$ cat config.mk
export PLATFORM = sky130hd
export DESIGN_NAME = mux4x1_arbiter
export DESIGN_NICKNAME = d
export VERILOG_FILES = /design/src/rtl/mux4x1_arbiter_pkg.sv /design/src/rtl/mux4x1_arbiter_mux4x1.sv /design/src/rtl/mux4x1_arbiter.sv
export SDC_FILE = /design/constraint.sdc
export NUM_CORES = 1
export LEC_CHECK = 0
export BUFFER_PORTS_ARGS = -buffer_cell sky130_fd_sc_hd__buf_2
export CAP_MARGIN = 20
export CORE_UTILIZATION = 52
export CTS_CLUSTER_SIZE = 30
export DETAILED_ROUTE_END_ITERATION = 16
export PLACE_DENSITY_LB_ADDON = 0.12
export SYNTH_ARGS = -nofsm -noshare
export SYNTH_HDL_FRONTEND = slang
export SYNTH_HIERARCHICAL = 1
export SYNTH_SLANG_ARGS = --single-unit
$ cat constraint.sdc
create_clock -name clk -period 2.13 [get_ports clk]
set_clock_uncertainty 0.1 [all_clocks]
set_input_delay 0.5325 -clock clk [delete_from_list [all_inputs] [get_ports clk]]
set_output_delay 0.5325 -clock clk [all_outputs]
set_load 0.01 [all_outputs]
$ cat src/rtl/mux4x1_arbiter_pkg.sv
// Shared types and helpers for the 4-way rotating-priority mux arbiter.
package mux4x1_arbiter_pkg;

  localparam int unsigned NREQ = 4;

  typedef enum logic {
    IDLE  = 1'b0,
    GRANT = 1'b1
  } state_e;

  typedef struct packed {
    logic       found;
    logic [1:0] idx;
  } pick_t;

  // Rotating-priority search: first set bit of req starting at last+1, wrapping 3->0.
  function automatic pick_t rr_pick(input logic [NREQ-1:0] req, input logic [1:0] last);
    pick_t      r;
    logic [1:0] cand;
    r = '0;
    for (int unsigned k = 1; k <= NREQ; k++) begin
      cand = last + 2'(k);
      if (!r.found && req[cand]) begin
        r.found = 1'b1;
        r.idx   = cand;
      end
    end
    return r;
  endfunction

endpackage

$ cat src/rtl/mux4x1_arbiter_mux4x1.sv
// Plain 4:1 data mux selected by a 2-bit binary index.
module mux4x1 (
  input  logic [3:0] i,
  input  logic [1:0] sel,
  output logic       y
);

  // Pure combinational select of one data bit.
  always_comb begin
    y = i[sel];
  end

endmodule

$ cat src/rtl/mux4x1_arbiter.sv
// 4-requester arbiter with rotating priority and a per-owner hold limit,
// steering a 4:1 data mux to the current owner.
module mux4x1_arbiter
  import mux4x1_arbiter_pkg::*;
#(
  parameter int unsigned MAX_HOLD = 4
) (
  input  logic            clk,
  input  logic            rst,
  input  logic [NREQ-1:0] req,
  input  logic [NREQ-1:0] i,
  output logic [NREQ-1:0] gnt,
  output logic [1:0]      sel,
  output logic            gnt_valid,
  output logic            y
);

  localparam logic [3:0] HOLD_LAST = 4'(MAX_HOLD - 1);

  state_e          state_q, state_d;
  logic [NREQ-1:0] gnt_q, gnt_d;
  logic [1:0]      sel_q, sel_d;
  logic [3:0]      hold_cnt_q, hold_cnt_d;
  logic [1:0]      last_owner_q, last_owner_d;

  pick_t           win_all;
  pick_t           win_oth;
  logic            new_grant;
  logic [1:0]      new_idx;
  logic            mux_y;

  // State and output registers; synchronous reset leaves last_owner at 3 so requester 0 wins first.
  always_ff @(posedge clk) begin
    if (rst) begin
      state_q      <= IDLE;
      gnt_q        <= '0;
      sel_q        <= '0;
      hold_cnt_q   <= '0;
      last_owner_q <= 2'd3;
    end else begin
      state_q      <= state_d;
      gnt_q        <= gnt_d;
      sel_q        <= sel_d;
      hold_cnt_q   <= hold_cnt_d;
      last_owner_q <= last_owner_d;
    end
  end

  // Next-state logic: pick a winner when idle, hand over on drop or hold expiry, otherwise count hold cycles.
  always_comb begin
    state_d      = state_q;
    gnt_d        = gnt_q;
    sel_d        = sel_q;
    hold_cnt_d   = hold_cnt_q;
    last_owner_d = last_owner_q;
    new_grant    = 1'b0;
    new_idx      = '0;

    win_all = rr_pick(req, last_owner_q);
    win_oth = rr_pick(req & ~gnt_q, last_owner_q);

    unique case (state_q)
      IDLE: begin
        if (win_all.found) begin
          new_grant = 1'b1;
          new_idx   = win_all.idx;
        end
      end
      GRANT: begin
        if (!req[sel_q]) begin
          if (win_oth.found) begin
            new_grant = 1'b1;
            new_idx   = win_oth.idx;
          end else begin
            state_d    = IDLE;
            gnt_d      = '0;
            hold_cnt_d = '0;
          end
        end else if (hold_cnt_q == HOLD_LAST) begin
          if (win_oth.found) begin
            new_grant = 1'b1;
            new_idx   = win_oth.idx;
          end else begin
            hold_cnt_d = '0;
          end
        end else begin
          hold_cnt_d = hold_cnt_q + 4'd1;
        end
      end
      default: begin
        state_d = IDLE;
        gnt_d   = '0;
      end
    endcase

    // Every path that hands out a fresh grant shares this update.
    if (new_grant) begin
      state_d          = GRANT;
      gnt_d            = '0;
      gnt_d[new_idx]   = 1'b1;
      sel_d            = new_idx;
      hold_cnt_d       = '0;
      last_owner_d     = new_idx;
    end
  end

  mux4x1 u_mux (
    .i   (i),
    .sel (sel_q),
    .y   (mux_y)
  );

  // Registered grant outputs; data output gated so it reads 0 with no owner.
  always_comb begin
    gnt       = gnt_q;
    sel       = sel_q;
    gnt_valid = (state_q == GRANT);
    y         = mux_y & gnt_valid;
  end

endmodule

Word level (Yosys, flattened, before mapping):

Cells that the tools add are included.

* register bits: 13
* output and inout bits: 8
* word-level logic and storage cells: 89

* add/subtract/negate cells: 4
* $lt $le $gt $ge: 7
* eq/ne operators: 3
* mux-type cells: 50
* bitwise gates (word level): 4
* reductions and logical operators: 16

Operators by type and width (number)
* $mux W4: 7
* $mux W3: 8
* $bmux W1 S2: 10
* $lt A2 B3 Y1 const B: 6
* $mux W1: 18
* $mux W2: 4
* $logic_and A1 B1 Y1: 7
* $logic_not A1 Y1: 6
* $add A2 B2 Y2 const B: 2
* $add A4 B1 Y4 const B: 1
* $and A4 B4 Y4: 1
* $eq A4 B2 Y1 const B: 1
* $not A4 Y4: 1
* $pmux W2 S2: 1
* $reduce_and A3 Y1: 1
* $add A2 B1 Y2 const B: 1
* $demux W1 S2: 1
* $ge A2 B1 Y1 const B: 1
* $ne A2 B1 Y1 const B: 1
* $ne A2 B2 Y1 const B: 1
* $pmux W1 S2: 1
* $reduce_bool A2 Y1: 1
* $reduce_or A2 Y1: 1
* $and A1 B1 Y1: 1
* $not A1 Y1: 1

Logic depth before layout (Yosys ltp):

Gate-level depths: netlist (run 1).

* depth in word-level cells: 23
* mapped depth: 6

Cells and area by module:

The synthesis (run 1) kept the hierarchy.

By module, submodules not included
* mux4x1_arbiter: instances 1, cells an instance 94, area an instance 823.3 um^2, sequential area each 260.2 um^2
* mux4x1: instances 1, cells an instance 1, area an instance 22.5 um^2, sequential area each 0.0 um^2

Worst setup path before layout (run 1):

Ideal clock, no wire load.

* path type: in2reg
* start point: in req[3]
* end point: reg gnt_q[2] (netlist: gnt[2])
* arrival time: 1.741 ns
* data required time: 1.913 ns
* path slack: 0.172 ns
* stages: 5
* cells stage by stage: mux4_2 > nand2b_4 > a21oi_2 > or3_4 > a22o_1

* cells in the longest elaborated chain, start to end: 22
* elaborated cells on any way between the ends: 59
* those cells by class: order compare: 2; eq/ne: 2; mux: 39; bitwise: 1; reduce/logical: 15

RTL lines
* start, declared: RTL line mux4x1_arbiter.sv:10 `input logic [NREQ-1:0] req,`
* $and A4 B4 Y4: RTL line mux4x1_arbiter.sv:60 `win_oth = rr_pick(req & ~gnt_q, last_owner_q);`
* $bmux W1 S2: RTL line mux4x1_arbiter_pkg.sv:23 `if (!r.found && req[cand]) begin`
* $mux W1 (not written as such): RTL line mux4x1_arbiter_pkg.sv:23
* $mux W3: RTL line mux4x1_arbiter_pkg.sv:23
* $logic_not A1 Y1: RTL line mux4x1_arbiter_pkg.sv:23
* $logic_and A1 B1 Y1: RTL line mux4x1_arbiter_pkg.sv:23
* $mux W3: RTL line mux4x1_arbiter_pkg.sv:23
* $logic_not A1 Y1: RTL line mux4x1_arbiter_pkg.sv:23
* [6 not listed]
* $mux W2: RTL line mux4x1_arbiter.sv:79 `end else if (hold_cnt_q == HOLD_LAST) begin`
* $mux W2: RTL line mux4x1_arbiter.sv:70 `if (!req[sel_q]) begin`
* $pmux W2 S2: RTL line mux4x1_arbiter.sv:62 `unique case (state_q)`
* $lt A2 B3 Y1 (not written as such) or $ge A2 B1 Y1 (tied branches): RTL line mux4x1_arbiter.sv:100 `gnt_d[new_idx] = 1'b1;`
* $logic_and A1 B1 Y1 (not written as such): RTL line mux4x1_arbiter.sv:100
* $mux W1 (not written as such): RTL line mux4x1_arbiter.sv:100
* $demux W1 S2: RTL line mux4x1_arbiter.sv:100
* $mux W4: RTL line mux4x1_arbiter.sv:97 `if (new_grant) begin`
* end signal, assigned: RTL line mux4x1_arbiter.sv:42 `gnt_q <= gnt_d;`
* end, declared: RTL line mux4x1_arbiter.sv:21 `logic [NREQ-1:0] gnt_q, gnt_d;`

Several ways; a longest one is shown, not always the timed one. The select of a mux whose other input is x is not followed.
A chain may end at the register's enable or synchronous reset.

Final worst setup path (run 1):

* start point: reg sel_q[0] (netlist: sel[0])
* end point: out y

* cells in the longest elaborated chain, start to end: 3

RTL lines
* start, declared: RTL line mux4x1_arbiter.sv:22 `logic [1:0] sel_q, sel_d;`
* start signal, assigned: RTL line mux4x1_arbiter.sv:43 `sel_q <= sel_d;`
* $bmux W1 S2: RTL line mux4x1_arbiter_mux4x1.sv:10 `y = i[sel];`
* $mux W1 (not written as such): RTL line mux4x1_arbiter_mux4x1.sv:10
* net mux_y: RTL line mux4x1_arbiter.sv:30 `logic mux_y;`
* $and A1 B1 Y1: RTL line mux4x1_arbiter.sv:118 `y = mux_y & gnt_valid;`
* end, declared: RTL line mux4x1_arbiter.sv:15 `output logic y`

The timed path passes the listed nets, and every way through them passes these cells. The select of a mux whose other input is x is not followed.

==> summary.md, run 1 <==
| Metric | Value |
|---|---|
| Worst R2R End | `gnt[2]` |
| Clock Root Buffer | `clkbuf_4` |
| CTS max path bufs | `2` |
| Iter 0 DRT Violations | `46` |
| Data required, critical path | `1500 ps` |
| Most used DFF post-synth | `dfxtp_1` |
| Final hold violation count | `0` |
| Most common cell after layout, fill and taps aside | `buf_2` |
| CP max FO | `4` |
| Total wire length | `between 2000 and 2500 um` |
| Routed vias/inst | `6.53` |
| FF+latch count, synth | `13` |
| Post-Layout Cell Count | `~140` |
| Num rows | `14` |
| Worst path cell trace | `mux4_2 > and2_1 > buf_2` |
| Worst Setup SP | `sel[0]` |
| Max frequency | `~480 MHz` |
| # DRC | `0` |
| Max Cap Viol | `0` |
| Fill cell count | `120` |
| Multi-input gate area in the final layout | `571 um2` |
| Io pins | `18` |
| WHS Endpoint | `sel[0]` |
| Asr flop ratio synth | `0` |
| Gate count of the mapped netlist | `between 90 and 100` |
| Unique cell type count in the Yosys netlist | `38` |
| Unrepaired setup endpoints after global routing | `no` |
| PD cells | `696 nW/um2` |
| Crit path max-delay cell type | `mux4_2` |
| Fin Setup TNS | `0 ps` |
| Gr ovfl total | `0` |
| Vias in the first global route | `834` |
| P&R area growth vs syn | `21.5%` |
| Chip height | `42.3 um` |
| Hold_buf cts | `0` |
| Rel. slew slack | `0.692` |
| WHS | `a little over 400 ps` |
| HP Class | `reg -> reg` |
| Number of stages on the worst hold path | `2` |
| H-tree depth | `1` |
| Via count | `888` |
| Dpl cell area | `between 900 and 1000 um2` |
| Slowest stage delay, CP | `490 ps` |
| Diode count | `0` |
| Die area | `1790 um2` |
| Register area share after synthesis | `0.308` |
| CP Class | `reg -> out` |
| Clock-pin slew on the worst setup and hold paths | `90 ps` |
| Fin. max-slew vios | `0` |
| First-pass GRT wire length | `3620 um` |
| DP HPWL | `1650 um` |
| Power, Total | `0.715 mW` |
| Arrival time of the worst setup path | `1460 ps` |
| Crit share post-route | `0.982` |
| Post-synth EDFFs | `0` |
| P_leak | `0.428 nW` |
| Layout cells sized above 1 | `0.342` |
| Initial antenna violation count | `0` |
| Worst VDD drop | `0.511 mV` |
| Largest net degree at the start of global routing | `13` |
| Startpoint types | `register` |
| Worst flop-to-flop path startpoint | `sel[0]` |
| Clock sinks | `13` |
| Post-Place Cells | `~130` |
| Worst slew pin tran | `462 ps` |
| Net Count, Synth | `106` |
| Initial Util | `0.561` |
| DR pass1 iterations | `4` |
| HP Start | `sel[0]` |
| Wire per inst | `16.2 um` |
| Worst R2R Path Depth | `5` |
| Final Setup Violations | `0` |
| Syn avg cell area | `8.90 um2` |
| Post-DRT Antenna Nets | `0` |
| Synth Warn # | `6` |
| RD Place Congestion | `around 0.88` |
| CP Capture Type | `output pin` |
| Reg area | `roughly 260 um2` |
| Chip width | `roughly 42 um` |
| CTS tree | `done` |
| Core footprint | `approximately 1500 um2` |
| Commonest cells after routing, fill and taps aside | `buf_2, dfxtp_1, a21oi_1, buf_4` |
| # port buffers | `17` |
| R2R setup slack | `250 ps` |
| Final #Nets | `132` |
| Outcome | `complete, no violations` |
| Cell area after synthesis | `roughly 850 um2` |
| Number of CTS-inserted buffers | `3` |
| GR Util All Layers | `0.265` |
| Fin area | `about 1000 um2` |
| Worst skew pair latency | `290 ps` |
| Minimum clock period after layout | `approximately 2100 ps` |
-- cells by family (layout without fill, tap and decap cells) --
group,count (synthesis),after routing,share of synthesized area
adders and majority gates,1,1,0.0148
muxes,4,4,0.0769
and+or+nand+nor,39,39,0.286
xor gates and xnor gates,1,1,0.0104
AOI/OAI and AO/OA,32,32,0.281
buffers and inverters,5,30,0.0237
DFF,13,13,0.308
-- per-layer routing --
metal	vias up	global-route usage	part of all wire
met4	0	0.150	0.020
met3	7	0.0302	0.054
met5	-	0	0
met2	35	0.403	0.47
li1	421	-	-
met1	425	0.362	0.45
-- what timing repair did --
action | CTS | global route
setup endpoints to repair | 1 | 2
resized for setup | 1 | 2
setup buffers | 0 | 0
-- stage by stage --
stage | setup WS (ps) | util
finish | 38.4 | 0.682
global route | 11.9 | 0.682
CTS | 23.8 | 0.677
detailed placement | 1.52 | 0.658
global placement | 16.5 | 0.658
floorplan | 172 | -
-- worst max path at each step --
stage	end	cells past startpoint	slack (ps)
after floorplan	gnt[2]	5	170
after global placement	gnt[2]	6	20
after detailed placement	gnt[2]	6	2
after CTS	y	3	20
after global routing	y	3	10
final	y	3	40
-- power breakdown --
part	internal (mW)	switching (mW)
logic	0.120	0.128
registers	0.269	0.0407
clock network	0.0699	0.0875
-- cells in the mapped netlist (all sizes together) (2+ instances only) --
cell	instances	area share
nand2b	4	0.038
o21ai	3	0.018
a22o	2	0.021
a32oi	2	0.021
mux2i	2	0.024
o221a	2	0.027
mux4	2	0.053
nor2b	6	0.044
nor3	6	0.036
clkbuf	2	0.0089
inv	2	0.0089
o31a	2	0.021
a21oi	11	0.074
nand3b	3	0.027
nor3b	2	0.024
a22oi	3	0.027
nand2	4	0.018
o221ai	2	0.021
nor2	6	0.027
nand4	2	0.015
dfxtp	13	0.31
-- critical path, delay by kind of cell, from the launching register on --
family        cells  cell delay (ps)
simple gates      1              170
mux               1              490
buf+inv           1              130
flops             1              380
-- area by class of cell --
| type | instances | area share |
|---|---|---|
| clock buffer | 3 | 0.0219 |
| clock inverter | 1 | 0.00487 |
| inverter | 2 | 0.00731 |
| multi-input combinational | 77 | 0.555 |
| sequential | 13 | 0.257 |
| tap | 16 | 0.0195 |
| timing repair buffer | 24 | 0.134 |
-- state kept, by name, summed over array words and instances (netlist names) --
name	count
last_owner_q	2
gnt_valid	1
hold_cnt_q	4
gnt	4
sel	2
Note: power is estimated with default switching activity, not from simulation.
==> inputs of run 2 (changes only) <==
CORE_ASPECT_RATIO = 1.1   (was not set)
SLEW_MARGIN = 15   (was not set)
==> run 2 against run 1 <==
Compared with the run above: cell count decreased by 1.5%; sequential share of layout area increased by 0.36 points; maximum frequency increased by 0.89%; sequential power about the same; clock power about the same; non-clock buffer count decreased by 2; combinational power decreased by 2%; critical path depth unchanged; core utilization increased by 1.7 points.
==> summary.md, run 2 (same netlist as run 1, synthesis figures left out) <==
| Metric | Value |
|---|---|
| Worst skew pair latency | `280 ps` |
| RD Place Congestion | `0.941` |
| Number of CTS-inserted buffers | `3` |
| Unrepaired setup endpoints after global routing | `no` |
| Wire per inst | `15.5 um` |
| Buf/Inv on CP | `1` |
| Sequential share of power | `0.435` |
| Max frequency | `482 MHz` |
| CP Capture Type | `output pin` |
| Crit path max-delay cell type | `mux4_2` |
| Rel. slew slack | `0.722` |
| Largest net degree at the start of global routing | `13` |
| Core footprint | `1440 um2` |
| Initial Util | `0.589` |
| Die area | `1790 um2` |
| PD cells | `706 nW/um2` |
| Fin Setup TNS | `0 ps` |
| Worst slew pin tran | `416 ps` |
| Gr ovfl total | `0` |
| Initial antenna violation count | `0` |
| Post-DRT Antenna Nets | `0` |
| CTS max path bufs | `2` |
| Fin. max-slew vios | `0` |
| Fill cell count | `115` |
| Clock Root Buffer | `clkbuf_4` |
| Power, Total | `between 0.7 and 0.8 mW` |
| WHS Endpoint | `gnt[0]` |
| P_sw | `0.249 mW` |
| CTS tree | `done` |
| Pint | `0.459 mW` |
| Worst R2R End | `gnt[2]` |
| R2R setup slack | `140 ps` |
| Final #Nets | `130` |
| DR pass1 iterations | `4` |
| Number of stages on the worst hold path | `2` |
| Arrival time of the worst setup path | `1440 ps` |
| # DRC | `0` |
| CP max FO | `4` |
| Most common cell after layout, fill and taps aside | `buf_2` |
| Outcome | `complete, no violations` |
| P&R area growth vs syn | `18.6%` |
| Minimum clock period after layout | `approximately 2100 ps` |
| Post-CTS setup buffer count | `0` |
| Max Cap Viol | `0` |
| Final Setup Violations | `0` |
| Final hold violation count | `0` |
| Io pins | `18` |
| Clock power share | `0.223` |
| Layout cells sized above 1 | `0.314` |
| Worst path cell trace | `mux4_2 > and2_1 > buf_2` |
| CP Class | `reg -> out` |
| DP HPWL | `1620 um` |
| Startpoint types | `register` |
| HP Class | `reg -> reg` |
| GR Util All Layers | `0.284` |
| Slowest stage delay, CP | `490 ps` |
| Chip height | `44.3 um` |
| Dpl cell area | `976 um2` |
| Worst path top cell family by delay | `multiplexers` |
| Via count | `about 860` |
| Data required, critical path | `1500 ps` |
| Iter 0 DRT Violations | `44` |
| Switching share of power | `0.352` |
| Num rows | `14` |
| Vias in the first global route | `between 700 and 800` |
| Worst flop-to-flop path startpoint | `hold_cnt_q[0]` |
| Clock sinks | `13` |
| Crit share post-route | `0.973` |
| Worst VDD drop | `between 0.4 and 0.5 mV` |
| H-tree depth | `1` |
| Chip width | `40.5 um` |
| Diode count | `0` |
| Total wire length | `2080 um` |
| Commonest cells after routing, fill and taps aside | `buf_2, dfxtp_1, a21oi_1` |
| Hold_buf cts | `0` |
| Routed vias/inst | `6.43` |
| First-pass GRT wire length | `3420 um` |
| # port buffers | `17` |
| HP Start | `gnt[0]` |
| Comb pwr share | `0.342` |
| Worst R2R Path Depth | `6` |
| Fin area | `1000 um2` |
| Clock-pin slew on the worst setup and hold paths | `90 ps` |
| P_leak | `0.411 nW` |
run 2: metrics by stage:
| step | setup slack (ps) | cells | util | hold WS, ps |
|---|---|---|---|---|
| final | 56.9 | 134 | 0.699 | 415 |
| after global routing | 10.9 | 134 | 0.699 | 437 |
| after CTS | 48.3 | 134 | 0.699 | 422 |
| after detailed placement | 6.69 | 130 | 0.679 | 409 |
| after global placement | 35.1 | 130 | 0.679 | 390 |
| after floorplan | 172 | 95 | - | 413 |
run 2: worst max-delay path by stage:
stage / cells past startpoint / endpoint / start
after global routing: 3 / y / sel[0]
after floorplan: 5 / gnt[2] / req[3]
after detailed placement: 6 / gnt[3] / req[3]
final: 3 / y / sel[0]
after global placement: 6 / gnt[3] / req[3]
after CTS: 3 / y / sel[0]
run 2: area by class of cell:
type	count	area (um2)	share of cell area
timing repair buffer	22	123	0.122
sequential	13	262	0.261
inverter	2	7.51	0.00748
clock buffer	4	26.3	0.0262
multi-input combinational	77	566	0.564
tap	16	20.0	0.0200
run 2: worst reg2reg max path, stage by stage (launching register included):
cell and delay [ps]:
dfxtp_1 390, ha_1 200, nor3b_1 390, nand2b_4 250
a21oi_2 70, or3_4 340, a22o_1 180
run 2: per-layer routing:
metal | wire length [um] | global-route usage | vias to the layer above
met5 | 0 | 0 | -
met4 | 29 | 0.120 | 0
met3 | 97 | 0.0503 | 5
met2 | 1030 | 0.457 | 26
met1 | 919 | 0.361 | 412
li1 | - | - | 418
run 2: what timing repair did:
| action | CTS | global route |
|---|---|---|
| hold endpoints to repair | 0 | 0 |
| setup endpoints to repair | 1 | 0 |
| gates resized for setup | 1 | 0 |
run 2: power groups by stage:
| stage | Combinational [mW] | Clock [mW] | Sequential (mW) |
|---|---|---|---|
| 3_5_place_dp | 0.239 | 0 | 0.313 |
| 2_1_floorplan | 0.168 | 0 | 0.303 |
| 3_3_place_gp | 0.237 | 0 | 0.311 |
| 4_1_cts | 0.240 | 0.161 | 0.308 |
| 6_report | 0.242 | 0.158 | 0.309 |
| 5_1_grt | 0.264 | 0.173 | 0.314 |
==> inputs of run 3 (changes only) <==
BUFFER_PORTS_ARGS = not set   (was -buffer_cell sky130_fd_sc_hd__buf_2)
CORE_UTILIZATION = 60   (was 52)
DONT_BUFFER_PORTS = 1   (was not set)
SKIP_LAST_GASP = 1   (was not set)
SYNTH_HIERARCHICAL = not set   (was 1)
==> run 3 against run 2 <==
Compared with the run above: worst setup slack got worse by 11 ps; total power shrank 0.15%; register-to-register slack improved by 20 ps; flip-flop and latch count did not move; first-iteration DRC count is 14% lower; maximum frequency shrank 0.53%; cell count fell by 16%; synthesized cell count shrank 1.1%; core utilization down 2.8 points; clock power down 6%; sequential share of layout area is 2.5 points higher; sequential power up 2%; largest cell class unchanged; highest routed layer unchanged.
==> summary.md, run 3 <==
| Metric | Value |
|---|---|
| Outcome | `complete, no violations` |
| H-tree depth | `1` |
| Final #Nets | `~110` |
| Iter 0 DRT Violations | `38` |
| Synth area leaders | `dfxtp_1, mux4_2, nor2_1, o221ai_1, a21oi_1` |
| Dpl cell area | `886 um2` |
| Synth Warn # | `0` |
| Syn avg cell area | `9.30 um2` |
| DR pass1 iterations | `4` |
| DP HPWL | `1410 um` |
| Post-Layout Cell Count | `roughly 110` |
| Initial antenna violation count | `0` |
| Clock sinks | `13` |
| Worst path cell trace | `buf_4 > mux4_2 > and2_4` |
| Number of CTS-inserted buffers | `3` |
| Max frequency | `480 MHz` |
| Final hold violation count | `0` |
| Slowest stage delay, CP | `500 ps` |
| PD cells | `773 nW/um2` |
| Net Count, Synth | `105` |
| Worst slew pin tran | `447 ps` |
| FF+latch count, synth | `13` |
| Wire per inst | `16.4 um` |
| Post-CTS setup buffer count | `0` |
| Diode count | `0` |
| Buf/Inv on CP | `1` |
| Worst path top cell family by delay | `multiplexers` |
| Startpoint types | `register` |
| GR Util All Layers | `0.267` |
| Asr flop ratio synth | `0` |
| Layout cells sized above 1 | `0.227` |
| Routed vias/inst | `6.96` |
| Arrival time of the worst setup path | `1450 ps` |
| Chip height | `between 40 and 50 um` |
| Largest net degree at the start of global routing | `16` |
| Post-Place Cells | `109` |
| Synth cell count leaders | `dfxtp_1, nor2_1, nand2_1, a21oi_1, o21ai_0` |
| CTS max path bufs | `2` |
| CP Capture Type | `output pin` |
| Commonest cells after routing, fill and taps aside | `dfxtp_1, nor2_1, nand2_1, a21oi_1, o21ai_0` |
| Crit share post-route | `0.979` |
| Cell area after synthesis | `875 um2` |
| Gate count of the mapped netlist | `94` |
| Die area | `1610 um2` |
| Gr ovfl total | `0` |
| Worst VDD drop | `about 0.68 mV` |
| Hold_buf cts | `0` |
| Data required, critical path | `1500 ps` |
| P&R area growth vs syn | `4.72%` |
| First-pass GRT wire length | `3130 um` |
| Io pins | `18` |
| Top cell type's share of synthesized area | `0.298` |
| CTS tree | `done` |
| Dpl ws | `111 ps` |
| Unique cell type count in the Yosys netlist | `between 40 and 50` |
| Most common cell after layout, fill and taps aside | `dfxtp_1` |
| Post-DRT Antenna Nets | `0` |
| Initial Util | `0.640` |
| Fin. max-slew vios | `0` |
| Top-count cell post-synth | `dfxtp_1` |
| Fin area | `between 900 and 1000 um2` |
| HP Class | `in -> reg` |
| # DRC | `0` |
| P_leak | `0.344 nW` |
| Vias in the first global route | `between 700 and 800` |
| RD Place Congestion | `0.792` |
| CP Class | `reg -> out` |
| Crit path max-delay cell type | `mux4_2` |
| Final setup margin | `45.8 ps` |
| Post-synth EDFFs | `0` |
| Unrepaired setup endpoints after global routing | `no` |
| Total wire length | `around 1900 um` |
| Most used DFF post-synth | `dfxtp_1` |
| Final Setup Violations | `0` |
| Minimum clock period after layout | `about 2100 ps` |
| Num rows | `14` |
| Clock Root Buffer | `clkbuf_4` |
| # port buffers | `0` |
| Clock-pin slew on the worst setup and hold paths | `~70 ps` |
| Rel. slew slack | `0.701` |
| CP max FO | `3` |
| Area leader, netlist | `dfxtp_1` |
| Register area share after synthesis | `0.298` |
| Worst skew pair latency | `270 ps` |
| Max Cap Viol | `0` |
| Fin Setup TNS | `0 ps` |
| Core footprint | `1370 um2` |
| Chip width | `38.4 um` |
| Via count | `between 700 and 800` |
[run 3: cell types whose count changed after synthesis, moves of 2 or more]
cell      delta
or2b_1       +2
a32o_1       +2
nand3b_1     -2
a21oi_2      -2
nor3_1       -2
a21oi_1      -4
and2b_2      +2
o21ai_0      +2
nor2b_1      -3
o221a_2      -2
nand2_1      +2
buf_6        +2
[run 3: layer usage]
layer / share of wire / GRT usage / vias to the layer above
met3: 0.068 / 0.0372 / 4
met5: 0 / 0 / -
li1: - / - / 372
met1: 0.49 / 0.418 / 373
met4: 0.016 / 0.124 / 0
met2: 0.42 / 0.359 / 37
[run 3: path summary, 6_finish.rpt]
path | start | end | slack (ps) | depth (start not counted)
worst max-delay path | sel[0] | y | 50 | 3
worst min-delay path | rst | sel[0] | 210 | 1
worst max register to register | hold_cnt_q[0] | gnt[0] | 160 | 6
worst min register to register | sel[1] | sel[1] | 460 | 2
[run 3: layout make-up]
class | instances | area (um2)
fill | 100 | 450
sequential | 13 | 262
multi-input combinational | 75 | 574
timing repair buffer | 4 | 30.0
inverter | 1 | 3.75
clock buffer | 4 | 26.3
tap | 16 | 20.0
[run 3: what timing repair did]
item / CTS / global route
resized for setup: 1 / 1
pin swaps: 0 / 0
hold endpoints to repair: 0 / 0
endpoints found under the setup margin: 1 / 1
[run 3: metrics by stage]
| stage | util | hold slack (ps) | power [mW] |
|---|---|---|---|
| finish | 0.670 | 212 | 0.708 |
| global placement | 0.648 | 450 | 0.557 |
| floorplan | - | 414 | 0.520 |
| global route | 0.670 | 200 | 0.750 |
| CTS | 0.668 | 205 | 0.708 |
| detailed placement | 0.648 | 445 | 0.557 |
[run 3: logic make-up (layout without fill, tap and decap cells)]
logic type / Yosys count / after routing / synth area share
AO/OA/AOI/OAI: 30 / 30 / 0.278
XOR/XNOR: 1 / 1 / 0.0100
adder cells (fa/ha/maj): 1 / 1 / 0.0143
buffers and inverters: 6 / 9 / 0.0486
flip-flops: 13 / 13 / 0.298
multiplexers: 5 / 5 / 0.0873
AND/OR/NAND/NOR: 38 / 38 / 0.265
[run 3: where the power goes]
group	internal, mW	total (mW)	switching (mW)	leakage [nW]
logic	0.116	0.244	0.128	0.222
registers	0.272	0.315	0.0426	0.107
clock network	0.0727	0.149	0.0761	0.0150
